<file path="config.mk">
export PLATFORM = sky130hd
export DESIGN_NAME = btn_pulse_conditioner
export DESIGN_NICKNAME = d
export VERILOG_FILES = /design/src/rtl/btn_pkg.sv /design/src/rtl/btn_debounce_ch.sv /design/src/rtl/btn_pulse_conditioner.sv
export SDC_FILE = /design/constraint.sdc
export NUM_CORES = 1
export LEC_CHECK = 0
export ABC_AREA = 1
export CORE_UTILIZATION = 55
export DETAILED_ROUTE_END_ITERATION = 8
export GPL_TIMING_DRIVEN = 1
export PLACE_DENSITY_LB_ADDON = 0.1
export SETUP_SLACK_MARGIN = 0.4
export SLEW_MARGIN = 20
export SYNTH_ARGS = -nofsm -noshare
export SYNTH_HDL_FRONTEND = slang
export SYNTH_SLANG_ARGS = --single-unit
</file>
<file path="constraint.sdc">
create_clock -name CLOCK -period 2 [get_ports CLOCK]
set_input_delay 0.5 -clock CLOCK [delete_from_list [all_inputs] [get_ports CLOCK]]
set_output_delay 0.5 -clock CLOCK [all_outputs]
set_load 0.02 [all_outputs]
</file>
<file path="src/rtl/btn_pkg.sv">
// Shared types and constants for the push-button conditioner: channel FSM states,
// default debounce/repeat tick counts at 100 MHz, and board channel indices.
package btn_pkg;

   typedef enum logic [1:0] {
      IDLE         = 2'd0,
      PRESS_WAIT   = 2'd1,
      HELD         = 2'd2,
      RELEASE_WAIT = 2'd3
   } btn_state_e;

   localparam int DEBOUNCE_10MS = 1000000;
   localparam int REPEAT_500MS  = 50000000;
   localparam int REPEAT_100MS  = 10000000;

   localparam int BTN_L = 0;
   localparam int BTN_C = 1;
   localparam int BTN_R = 2;

   // Keeps vectors at least one bit wide when a count degenerates to 1.
   function automatic int clog2_min1(input int v);
      return (v > 1) ? $clog2(v) : 1;
   endfunction

endpackage

</file>
<file path="src/rtl/btn_debounce_ch.sv">
// One button channel: 2-flop sync, debounce FSM, registered press pulse DEBOUNCE_TICKS+3 edges after a raw step.
// No backpressure; BTN_AUTOREPEAT_EN adds held-button repeat pulses.
module btn_debounce_ch
   import btn_pkg::*;
#(
   parameter int DEBOUNCE_TICKS = DEBOUNCE_10MS,
   parameter int REPEAT_DELAY   = REPEAT_500MS,
   parameter int REPEAT_PERIOD  = REPEAT_100MS
) (
   input  logic i_clk,
   input  logic i_rst_n,
   input  logic i_raw,
   output logic o_level,
   output logic o_pulse
);

   localparam int            CW       = clog2_min1(DEBOUNCE_TICKS);
   localparam logic [CW-1:0] CNT_LAST = CW'(DEBOUNCE_TICKS - 1);

   logic [1:0]    r_sync;
   logic          w_s;
   btn_state_e    r_state, w_state_nxt;
   logic [CW-1:0] r_cnt, w_cnt_nxt;
   logic          r_level, w_level_nxt;
   logic          r_pulse, w_pulse_nxt;
   logic          w_press;
   logic          w_rpt_hit;

   always_ff @(posedge i_clk or negedge i_rst_n) begin
      if (!i_rst_n) begin
         r_sync <= 2'b00;
      end else begin
         r_sync <= {r_sync[0], i_raw};
      end
   end

   assign w_s = r_sync[1];

   always_comb begin
      w_state_nxt = r_state;
      w_cnt_nxt   = r_cnt;
      w_level_nxt = r_level;
      w_press     = 1'b0;
      case (r_state)
         IDLE: begin
            if (w_s) w_state_nxt = PRESS_WAIT;
         end
         PRESS_WAIT: begin
            if (!w_s) begin
               w_state_nxt = IDLE;
            end else if (r_cnt == CNT_LAST) begin
               w_state_nxt = HELD;
               w_level_nxt = 1'b1;
               w_press     = 1'b1;
            end else begin
               w_cnt_nxt = r_cnt + CW'(1);
            end
         end
         HELD: begin
            if (!w_s) w_state_nxt = RELEASE_WAIT;
         end
         RELEASE_WAIT: begin
            if (w_s) begin
               w_state_nxt = HELD;
            end else if (r_cnt == CNT_LAST) begin
               w_state_nxt = IDLE;
               w_level_nxt = 1'b0;
            end else begin
               w_cnt_nxt = r_cnt + CW'(1);
            end
         end
         default: w_state_nxt = IDLE;
      endcase
      if (w_state_nxt != r_state) w_cnt_nxt = '0;
   end

`ifdef BTN_AUTOREPEAT_EN
   localparam int            RPT_MAX  = (REPEAT_DELAY > REPEAT_PERIOD) ? REPEAT_DELAY : REPEAT_PERIOD;
   localparam int            RW       = clog2_min1(RPT_MAX);
   localparam logic [RW-1:0] RPT_DLY  = RW'(REPEAT_DELAY - 1);
   localparam logic [RW-1:0] RPT_PER  = RW'(REPEAT_PERIOD - 1);

   logic [RW-1:0] r_rpt;
   logic          r_rpt_armed;

   // Counter only advances while settled in HELD; any excursion restarts the initial delay.
   assign w_rpt_hit = (r_state == HELD) && w_s &&
                      (r_rpt == (r_rpt_armed ? RPT_PER : RPT_DLY));

   always_ff @(posedge i_clk or negedge i_rst_n) begin
      if (!i_rst_n) begin
         r_rpt       <= '0;
         r_rpt_armed <= 1'b0;
      end else if ((r_state != HELD) || !w_s) begin
         r_rpt       <= '0;
         r_rpt_armed <= 1'b0;
      end else if (w_rpt_hit) begin
         r_rpt       <= '0;
         r_rpt_armed <= 1'b1;
      end else begin
         r_rpt <= r_rpt + RW'(1);
      end
   end
`else
   assign w_rpt_hit = 1'b0;
`endif

   assign w_pulse_nxt = w_press | w_rpt_hit;

   always_ff @(posedge i_clk or negedge i_rst_n) begin
      if (!i_rst_n) begin
         r_state <= IDLE;
         r_cnt   <= '0;
         r_level <= 1'b0;
         r_pulse <= 1'b0;
      end else begin
         r_state <= w_state_nxt;
         r_cnt   <= w_cnt_nxt;
         r_level <= w_level_nxt;
         r_pulse <= w_pulse_nxt;
      end
   end

   assign o_level = r_level;
   assign o_pulse = r_pulse;

endmodule

</file>
<file path="src/rtl/btn_pulse_conditioner.sv">
// N_BTN debounced button channels plus any/lowest-index/chord decode of their registered pulses.
// Pulse DEBOUNCE_TICKS+3 edges after a clean raw step; no backpressure; BTN_AUTOREPEAT_EN enables auto-repeat.
module btn_pulse_conditioner
   import btn_pkg::*;
#(
   parameter int N_BTN          = 3,
   parameter int DEBOUNCE_TICKS = DEBOUNCE_10MS,
   parameter int REPEAT_DELAY   = REPEAT_500MS,
   parameter int REPEAT_PERIOD  = REPEAT_100MS
) (
   input  logic                            CLOCK,
   input  logic                            RESET_N,
   input  logic [N_BTN-1:0]                btn_raw,
   output logic [N_BTN-1:0]                btn_level,
   output logic [N_BTN-1:0]                btn_pulse,
   output logic                            any_pulse,
   output logic [clog2_min1(N_BTN)-1:0]    event_idx,
   output logic                            chord
);

   localparam int IDX_W = clog2_min1(N_BTN);

   for (genvar g = 0; g < N_BTN; g++) begin : g_ch
      btn_debounce_ch #(
         .DEBOUNCE_TICKS (DEBOUNCE_TICKS),
         .REPEAT_DELAY   (REPEAT_DELAY),
         .REPEAT_PERIOD  (REPEAT_PERIOD)
      ) u_ch (
         .i_clk   (CLOCK),
         .i_rst_n (RESET_N),
         .i_raw   (btn_raw[g]),
         .o_level (btn_level[g]),
         .o_pulse (btn_pulse[g])
      );
   end

   assign any_pulse = |btn_pulse;

   // Scan downwards so the lowest pulsing index is written last.
   always_comb begin
      event_idx = '0;
      for (int i = N_BTN - 1; i >= 0; i--) begin
         if (btn_pulse[i]) event_idx = IDX_W'(i);
      end
   end

   // Clearing the lowest set bit leaves something only when two or more were set.
   assign chord = |(btn_pulse & (btn_pulse - N_BTN'(1)));

endmodule

</file>
==> results.toml, run 1 <==
[global_routing]
grt_pass1_vias = 3742
grt.total_usage_pct = 24.1
antenna_found_initial = 1
grt_max_degree = 39
grt_pass1_wl_um = 16600
grt-ovfl-total = 0

[power]
p_per_area_mw_per_mm2 = 574
power.leakage_uw = 0.00236
irDropWorstVdd_uv = 370
total_power_uw = 2990

[critical_path]
critPathCaptureType = "output pin"
critical_path_required_ns = 1.50
worst-path-max-fanout = 3
r2r_cells = 9
cp-start-kind = "register"
r2r_end = "g_ch[0].u_ch.r_cnt[5]"
crit_type = "register to output pin"
r2r-start = "g_ch[0].u_ch.r_state[1]"
arrival_ns = 1.25
r2r_setup_slack_ns = 0.48

[die]
rows = 32
die-width_um = 93.2
dieArea_mm2 = 0.00869
ios = 15
initial_utilization_pct = 58.0
fp.dieH_um = 93.2
coreArea_mm2 = 0.00789

[logic_synthesis]
synth_edf_count = 0
muxShareOfSynthArea_pct = 0
async_reset_ff_share_pct = 100
synth-xor-area-share_pct = 5.36
synth_area_mm2 = 0.00458
syn_area_per_cell_um2 = 7.35
synth_area_leaders = "dfrtp_1, nand2_1, nor2_1, inv_1, nand3_1"
synthAdderAreaFrac_pct = 0.820
synth_top_family_by_area = "simple AND/OR/NAND/NOR gates"
synthCells = 623
synth.distinct_cells = 33
synth_compound_area_share_pct = 4.78
ys.flop_type = "dfrtp_1"
seq_area_frac_synth_pct = 42.6
syn_nets = 631
ys_ff_latch = 78
yosys.area.top_type_share_pct = 42.6
yosys.area_share.simple_pct = 38.2
yosys.area.top_type = "dfrtp_1"
yosys_warnings = 0

[detailed_routing]
first_pass_iters = 5
remaining_drc_errors = 0
vias_per_cell = 5.18
drtIter0Drc = 213
vias = 3956
wl_per_cell_um = 12.7
detail-route-antenna-nets = 0
wl_um = 9710

[finish]
area_growth_pct = 14.1
final_layout_size_suffix_gt1_share_pct = 15.9
nNetsFinal = 663

[sta]
skew_ns = 0.0143
worst_pin_slew_ns = 0.533
fin_crit_sh_pct = 87.3
tns_ns = 0
period_needed_ns = 1.75
hold_viol_final = 0
slew_violations = 0
relSlewSlack_pct = 64.5
rsz0062_at_grt = "yes"
finalSetupViolations = 0
fmax_mhz = 573

[cts]
cts_root_buf = "clkbuf_8"
cts_made_buffers = 9
tritoncts = "built"
cts_sinks = 78
htree_levels = 3
clock_latency_ns = 0.36
cts.reportedPaths.clkPinSlew_ns = 0.10
clk_path_buf_depth = 2
hold_buffers = 0

[placement]
globalplace.congestion = 0.888
port_buffers = 14
dp_hpwl_um = 7010

[job]
max-cap-violations = 0

[min_path]
hold_path_class = "input pin to asynchronous set/reset pin"

[outcome]
status = "finished, final reports clean"
[flip-flops by register name, indices dropped and copies added, names as in the netlist]
signal             count
g_ch.u_ch.r_state      6
g_ch.u_ch.o_level      3
g_ch.u_ch.o_pulse      3
g_ch.u_ch.r_cnt       60
g_ch.u_ch.r_sync       6
[per-layer routing]
layer | wire, um | global-route usage (%) | share of wire [%]
met4 | 150 | 9.23 | 1.5
met1 | 4680 | 32.2 | 48
met2 | 4510 | 39.7 | 46
met5 | 0 | 0 | 0
met3 | 365 | 3.58 | 3.8
[cell type report]
cell class,count,area (um2)
diodes,1,2.50
clock buffers,9,124
clock inverters,7,58.8
fillers,682,2670
inverters,74,280
multi-input cells,458,2380
flip-flops and latches,78,1960
well taps,102,128
repair buffers,34,293
[per-stage QoR]
stage          util (%)  instances  setup slack (ns)  instance area [um2]  hold slack, ns
2_1_floorplan         -        623             0.453                 4580           0.204
3_3_place_gp       61.0        733             0.307                 4810           0.332
3_5_place_dp       61.0        733             0.207                 4810           0.336
4_1_cts            64.4        757             0.247                 5080           0.110
5_1_grt            66.1        762             0.226                 5220           0.137
6_report           66.2        763             0.255                 5220           0.109
[where the power goes]
group | internal (uW) | switching, uW
Sequential | 1610 | 31.6
Clock | 468 | 648
Combinational | 86.6 | 153
[synth_stat cells, types with 3 or more instances]
| library cell | count |
|---|---|
| nand2_1 | 174 |
| nor2_1 | 100 |
| dfrtp_1 | 78 |
| inv_1 | 70 |
| nand3_1 | 47 |
| xor2_1 | 24 |
| nand4_1 | 18 |
| o21ai_0 | 18 |
| a21oi_1 | 12 |
| nor2_2 | 11 |
| buf_4 | 8 |
| nand3_2 | 8 |
| nor3_1 | 8 |
| nand3b_1 | 6 |
| nand2_2 | 5 |
| nor2_4 | 5 |
| inv_2 | 4 |
| xnor2_1 | 4 |
| ha_1 | 3 |
| o21ai_1 | 3 |
[cells by family after synthesis]
kind of cell,count (synthesis)
and+or+nand+nor,388
adders and majority gates,3
DFF,78
buffers and inverters,87
AOI/OAI and AO/OA,39
xor gates and xnor gates,28
[layout by cell type, fill, tap and decap left out, types with 2 or more instances in the layout]
cell               n
nand3b_1           6
o21bai_1           2
buf_6              4
clkdlybuf4s15_1    2
xnor2_1            4
nand4_1           18
buf_2              2
inv_2              7
clkdlybuf4s50_1    3
nand2_2            4
nor2_4             8
nand3_1           44
nor3_1             7
nand3_2            8
o21ai_0           17
nand3_4            3
nand2_1          174
nor3_2             2
a21oi_1           12
clkbuf_8           9
dlygate4sd2_1      2
dfrtp_1           73
buf_4             20
clkinv_4           3
nor2_2            17
xor2_1            24
ha_4               2
o21ai_1            4
inv_1             66
nor2_1            91
dfrtp_2            5
[worst max-delay path: stages, from the launching register on]
cell and delay [ns]:
dfrtp_1 0.42, buf_6 0.14, nor3_2 0.16, buf_4 0.16
[worst max path at each step]
stage	from	to	slack [ns]	cells past startpoint
3_3_place_gp	g_ch[1].u_ch.o_pulse	event_idx[1]	0.31	2
6_report	g_ch[0].u_ch.o_pulse	event_idx[1]	0.25	3
4_1_cts	g_ch[1].u_ch.o_pulse	chord	0.25	3
5_1_grt	g_ch[0].u_ch.o_pulse	event_idx[1]	0.23	3
2_1_floorplan	g_ch[2].u_ch.r_cnt[0]	g_ch[2].u_ch.r_cnt[15]	0.45	9
3_5_place_dp	g_ch[1].u_ch.o_pulse	chord	0.21	3
[what timing repair did]
action                     in CTS  in global routing
setup endpoints to repair      47                 64
pin swaps                       8                 11
gates resized for setup        43                 33
buffers inserted                8                  5
No activity file was read; power rests on OpenSTA's default activity.
==> run 2: changes to the inputs <==
--- a/config.mk
+++ b/config.mk
@@ -6,6 +6,7 @@
 export NUM_CORES = 1
 export LEC_CHECK = 0
 export ABC_AREA = 1
+export CAP_MARGIN = 10
 export CORE_UTILIZATION = 55
 export DETAILED_ROUTE_END_ITERATION = 8
 export GPL_TIMING_DRIVEN = 1
==> constraint.sdc (replaced) <==
create_clock -name CLOCK -period 1.54 [get_ports CLOCK]
set_input_delay 0.385 -clock CLOCK [delete_from_list [all_inputs] [get_ports CLOCK]]
set_output_delay 0.385 -clock CLOCK [all_outputs]
set_load 0.02 [all_outputs]
==> results.toml, run 2 (synthesis results as in run 1) <==
[sta]
period_needed_ns = 1.57
slew_violations = 0
fmax_mhz = 637
rsz0062_at_grt = "yes"
hold_viol_final = 0
skew_ns = 0.0119
relSlewSlack_pct = 71.5
timing.final.ws_setup_ns = -0.0299
fin_crit_sh_pct = 102
tns_ns = -0.0496
finalSetupViolations = 3
worst_pin_slew_ns = 0.427

[finish]
filler_cell_count = 442
area_growth_pct = 44.5
nNetsFinal = 738
layoutNonFillerInstCount = 837
largest_register = "g_ch.u_ch.r_cnt"
largest_register_ffs = 60
seqCellArea_mm2 = 0.00197
largest_registers = "g_ch.u_ch.r_cnt x60, g_ch.u_ch.r_state x6, g_ch.u_ch.r_sync x6"
final_common_cell = "nand2_1"
multiInputGateArea_mm2 = 0.00304
fin_area_mm2 = 0.00662
final_layout_size_suffix_gt1_share_pct = 42.7
final_cell_mix = "nand2_1, buf_4, nor2_1, dfrtp_1, inv_1"
diodes = 0

[global_routing]
grt_max_degree = 79
grt-ovfl-total = 0
antenna_found_initial = 0
grt_pass1_vias = 4482
grt.total_usage_pct = 30.4
grt_pass1_wl_um = 20400

[critical_path]
crit_type = "register to output pin"
worst-path-max-fanout = 5
r2r-start = "g_ch[1].u_ch.r_cnt[0]"
r2r_setup_slack_ns = 0
cp-start-kind = "register"
critical_path_required_ns = 1.15
r2r_end = "g_ch[1].u_ch.r_cnt[15]"
r2r_cells = 8
critPathCaptureType = "output pin"
arrival_ns = 1.18

[power]
pwr-share-seq_pct = 50.4
p_int_uw = 3090
p_comb_share_pct = 11.6
power.leakage_uw = 0.00282
irDropWorstVdd_uv = 597
p_per_area_mw_per_mm2 = 644
power_switching_uw = 1170
total_power_uw = 4260
swShare_pct = 27.5
pwr-share-clk_pct = 38.0

[cts]
cts.reportedPaths.clkPinSlew_ns = 0.08
clk_path_buf_depth = 2
hold_buffers = 0
cts_root_buf = "clkbuf_8"
tritoncts = "built"
cts_made_buffers = 9
htree_levels = 3
clock_latency_ns = 0.38
cts_sinks = 78

[detailed_routing]
wl_um = 13800
remaining_drc_errors = 0
vias_per_cell = 5.69
first_pass_iters = 5
drtIter0Drc = 359
detail-route-antenna-nets = 0
wl_per_cell_um = 16.5
vias = 4762

[die]
rows = 32
initial_utilization_pct = 58.0
coreArea_mm2 = 0.00789
fp.dieH_um = 93.2
ios = 15
die-width_um = 93.2
dieArea_mm2 = 0.00869

[job]
max-cap-violations = 0

[placement]
dp_cells = 754
port_buffers = 14
dp_hpwl_um = 7030
globalplace.congestion = 0.921
placed_cell_area_mm2 = 0.00507

[outcome]
violations = "setup timing"
status = "complete, but fails checks"

[min_path]
hold_path_class = "input pin to asynchronous set/reset pin"
run 2: power by group through the flow:
stage,Combinational (uW),Clock (uW),Sequential [uW]
floorplan,162,0,2170
global placement,274,0,2170
detailed placement,278,0,2170
CTS,428,1620,2140
global route,530,1720,2150
finish,492,1620,2150
run 2: worst max-delay path by stage:
| stage | cells past startpoint | startpoint | end |
|---|---|---|---|
| global route | 10 | g_ch[1].u_ch.r_cnt[11] | g_ch[1].u_ch.r_cnt[19] |
| detailed placement | 8 | g_ch[2].u_ch.r_cnt[0] | g_ch[2].u_ch.r_cnt[4] |
| global placement | 2 | g_ch[1].u_ch.o_pulse | event_idx[1] |
| floorplan | 9 | g_ch[2].u_ch.r_cnt[0] | g_ch[2].u_ch.r_cnt[15] |
| finish | 3 | g_ch[0].u_ch.o_pulse | chord |
| CTS | 3 | g_ch[0].u_ch.o_pulse | any_pulse |
run 2: repair_timing:
item	CTS	global route
setup buffers	39	24
cloned	4	0
pin swaps	57	52
endpoints found under the setup margin	82	82
gates resized for setup	182	99
run 2: stage by stage:
stage / util (%) / setup WS [ns] / hold slack, ns
floorplan: - / 0.124 / 0.0894
global placement: 64.3 / -0.0221 / 0.333
detailed placement: 64.3 / -0.0662 / 0.336
CTS: 77.7 / -0.0543 / 0.0451
global route: 83.9 / -0.104 / 0.0493
finish: 83.9 / -0.0299 / 0.0260
run 2: final cells by class:
| type | instances | share of cell area [%] |
|---|---|---|
| Clock buffer | 11 | 2.14 |
| Clock inverter | 5 | 0.889 |
| Inverter | 74 | 4.54 |
| Multi-Input combinational cell | 460 | 46.0 |
| Sequential cell | 78 | 29.8 |
| Tap cell | 102 | 1.93 |
| Timing Repair Buffer | 106 | 14.6 |
| Timing Repair inverter | 1 | 0.113 |
run 2: metal layers:
layer  vias up  track usage [%]  part of all wire, %
met2       240             49.9                   50
met3        66             5.28                  6.1
li1       2185                -                    -
met5         -                0                    0
met4         0             17.2                  4.6
met1      2271             37.7                   40
run 2: critical path, cell delays in order, from the launching register on:
cell and delay, ns:
dfrtp_2 0.45, nand2_2 0.07, a21oi_2 0.16, buf_6 0.13
==> run 3: changes to the inputs <==
--- a/config.mk
+++ b/config.mk
@@ -7,7 +7,7 @@
 export LEC_CHECK = 0
 export ABC_AREA = 1
 export CAP_MARGIN = 10
-export CORE_UTILIZATION = 55
+export CORE_UTILIZATION = 56
 export DETAILED_ROUTE_END_ITERATION = 8
 export GPL_TIMING_DRIVEN = 1
 export PLACE_DENSITY_LB_ADDON = 0.1
==> results.toml, run 3 (synthesis results as in run 1) <==
[power]
p_int_uw = 3410
p_comb_share_pct = 12.8
p_per_area_mw_per_mm2 = 659
swShare_pct = 26.1
total_power_uw = 4610
power_switching_uw = 1200
power.leakage_uw = 0.00299
pwr-share-seq_pct = 46.4
pwr-share-clk_pct = 40.9
irDropWorstVdd_uv = 514

[global_routing]
grt_max_degree = 25
grt-ovfl-total = 0
grt_pass1_vias = 4678
antenna_found_initial = 0
grt.total_usage_pct = 31.5
grt_pass1_wl_um = 21300

[sta]
rsz0062_at_grt = "yes"
period_needed_ns = 1.67
tns_ns = -1.79
slew_violations = 0
skew_ns = 0.0155
hold_viol_final = 0
finalSetupViolations = 42
fin_crit_sh_pct = 109
worst_pin_slew_ns = 0.339
relSlewSlack_pct = 77.4
timing.final.ws_setup_ns = -0.131
fmax_mhz = 598

[finish]
final_cell_mix = "nand2_1, buf_4, dfrtp_1"
area_growth_pct = 52.9
nNetsFinal = 750
largest_register_ffs = 60
filler_cell_count = 293
layoutNonFillerInstCount = 848
largest_register = "g_ch.u_ch.r_cnt"
final_util_pct = 89.6
largest_registers = "g_ch.u_ch.r_cnt x60, g_ch.u_ch.r_state x6, g_ch.u_ch.r_sync x6"
final_layout_size_suffix_gt1_share_pct = 46.0
diodes = 0
final_common_cell = "nand2_1"

[detailed_routing]
vias_per_cell = 6.09
remaining_drc_errors = 0
drtIter0Drc = 422
first_pass_iters = 5
wl_um = 16800
vias = 5167
detail-route-antenna-nets = 0
wl_per_cell_um = 19.8

[cts]
tritoncts = "built"
cts_sinks = 78
clk_path_buf_depth = 2
htree_levels = 3
cts_root_buf = "clkbuf_8"
cts_made_buffers = 9
clock_latency_ns = 0.36
cts.reportedPaths.clkPinSlew_ns = 0.09

[critical_path]
critPathCaptureType = "register"
critical_path.slowest_cell = "dfrtp_1"
arrival_ns = 1.91
cp-start-kind = "register"
slowest_delay_ns = 0.45
worst-path-max-fanout = 5
r2r_cells = 10
critical_path_required_ns = 1.78
crit_chain = "inv_1 -> nand2_1 -> nor2_1 -> nand3_2 -> nor2_4 -> nor2_4 -> buf_12 -> buf_16 -> nand4_1 -> nand2_1"
crit_type = "register to register"

[placement]
dp_hpwl_um = 7340
globalplace.congestion = 0.878
dp_slack_ns = -0.118
dp_cells = 758
port_buffers = 14

[outcome]
violations = "setup timing"
status = "complete, but fails checks"

[die]
rows = 32
dieArea_mm2 = 0.00854
ios = 15
coreArea_mm2 = 0.00781
die-width_um = 92.4
fp.dieH_um = 92.4
initial_utilization_pct = 58.6

[min_path]
hold-path-cell-count = 0
hold_path_class = "register to register"

[job]
max-cap-violations = 0
[run 3: changes by cell type in the layout (fill, tap and decap cells not counted), moves of 5 or more]
cell and delta:
o21ai_1 -5, nor2_2 -10, buf_6 +5, nor2_4 +14
[run 3: path summary, 6_finish.rpt]
check	end	slack (ns)	from
min reg2reg	g_ch[1].u_ch.r_sync[1]	0.36	g_ch[1].u_ch.r_sync[0]
max	g_ch[2].u_ch.r_cnt[19]	-0.13	g_ch[2].u_ch.r_cnt[11]
min in group asynchronous	g_ch[0].u_ch.r_sync[1]	0.48	RESET_N
max in group asynchronous	g_ch[1].u_ch.o_pulse	0.53	RESET_N
max reg2reg	g_ch[2].u_ch.r_cnt[19]	-0.13	g_ch[2].u_ch.r_cnt[11]
min	g_ch[1].u_ch.r_sync[1]	0.36	g_ch[1].u_ch.r_sync[0]
[run 3: power by group through the flow]
stage / Clock (uW) / Combinational [uW] / Sequential [uW]
3_5_place_dp: 0 / 295 / 2170
4_1_cts: 1850 / 495 / 2130
6_report: 1880 / 588 / 2140
2_1_floorplan: 0 / 162 / 2170
5_1_grt: 1960 / 622 / 2140
3_3_place_gp: 0 / 286 / 2170
[run 3: stage by stage]
stage                     hold WS [ns]  instance area (um2)
after floorplan                 0.0894                 4680
after global placement           0.289                 5120
after detailed placement         0.302                 5120
after CTS                        0.355                 6340
after global routing             0.363                 7000
final                            0.357                 7000
[run 3: area by class of cell]
cell class | instances | area (um2) | share of cell area (%)
clock buffers | 9 | 124 | 1.77
clock inverters | 6 | 111 | 1.59
well taps | 102 | 128 | 1.82
repair buffers | 118 | 1130 | 16.1
multi-input cells | 460 | 3230 | 46.1
inverters | 74 | 298 | 4.26
flip-flops and latches | 78 | 1960 | 28.1
repair inverters | 1 | 16.3 | 0.232
[run 3: routing by layer]
layer	wire length (um)	up-vias	GRT usage [%]
met1	5860	2458	38.6
li1	-	2206	-
met3	1550	136	3.78
met4	1080	0	13.4
met5	0	-	0
met2	8280	367	55.9
[run 3: worst max-delay path: cells and delay by family, from the launching register on]
| family | cells | cell delay, ns |
|---|---|---|
| buf+inv | 3 | 0.39 |
| flops | 1 | 0.45 |
| simple gates | 7 | 0.71 |
[run 3: what timing repair did]
action	CTS	global route
buffers inserted	43	26
gates resized for setup	209	114
gates cloned	4	1
pin swaps	60	57
hold buffers	1	0
endpoints found under the setup margin	82	82
endpoints found under the hold margin	18	0
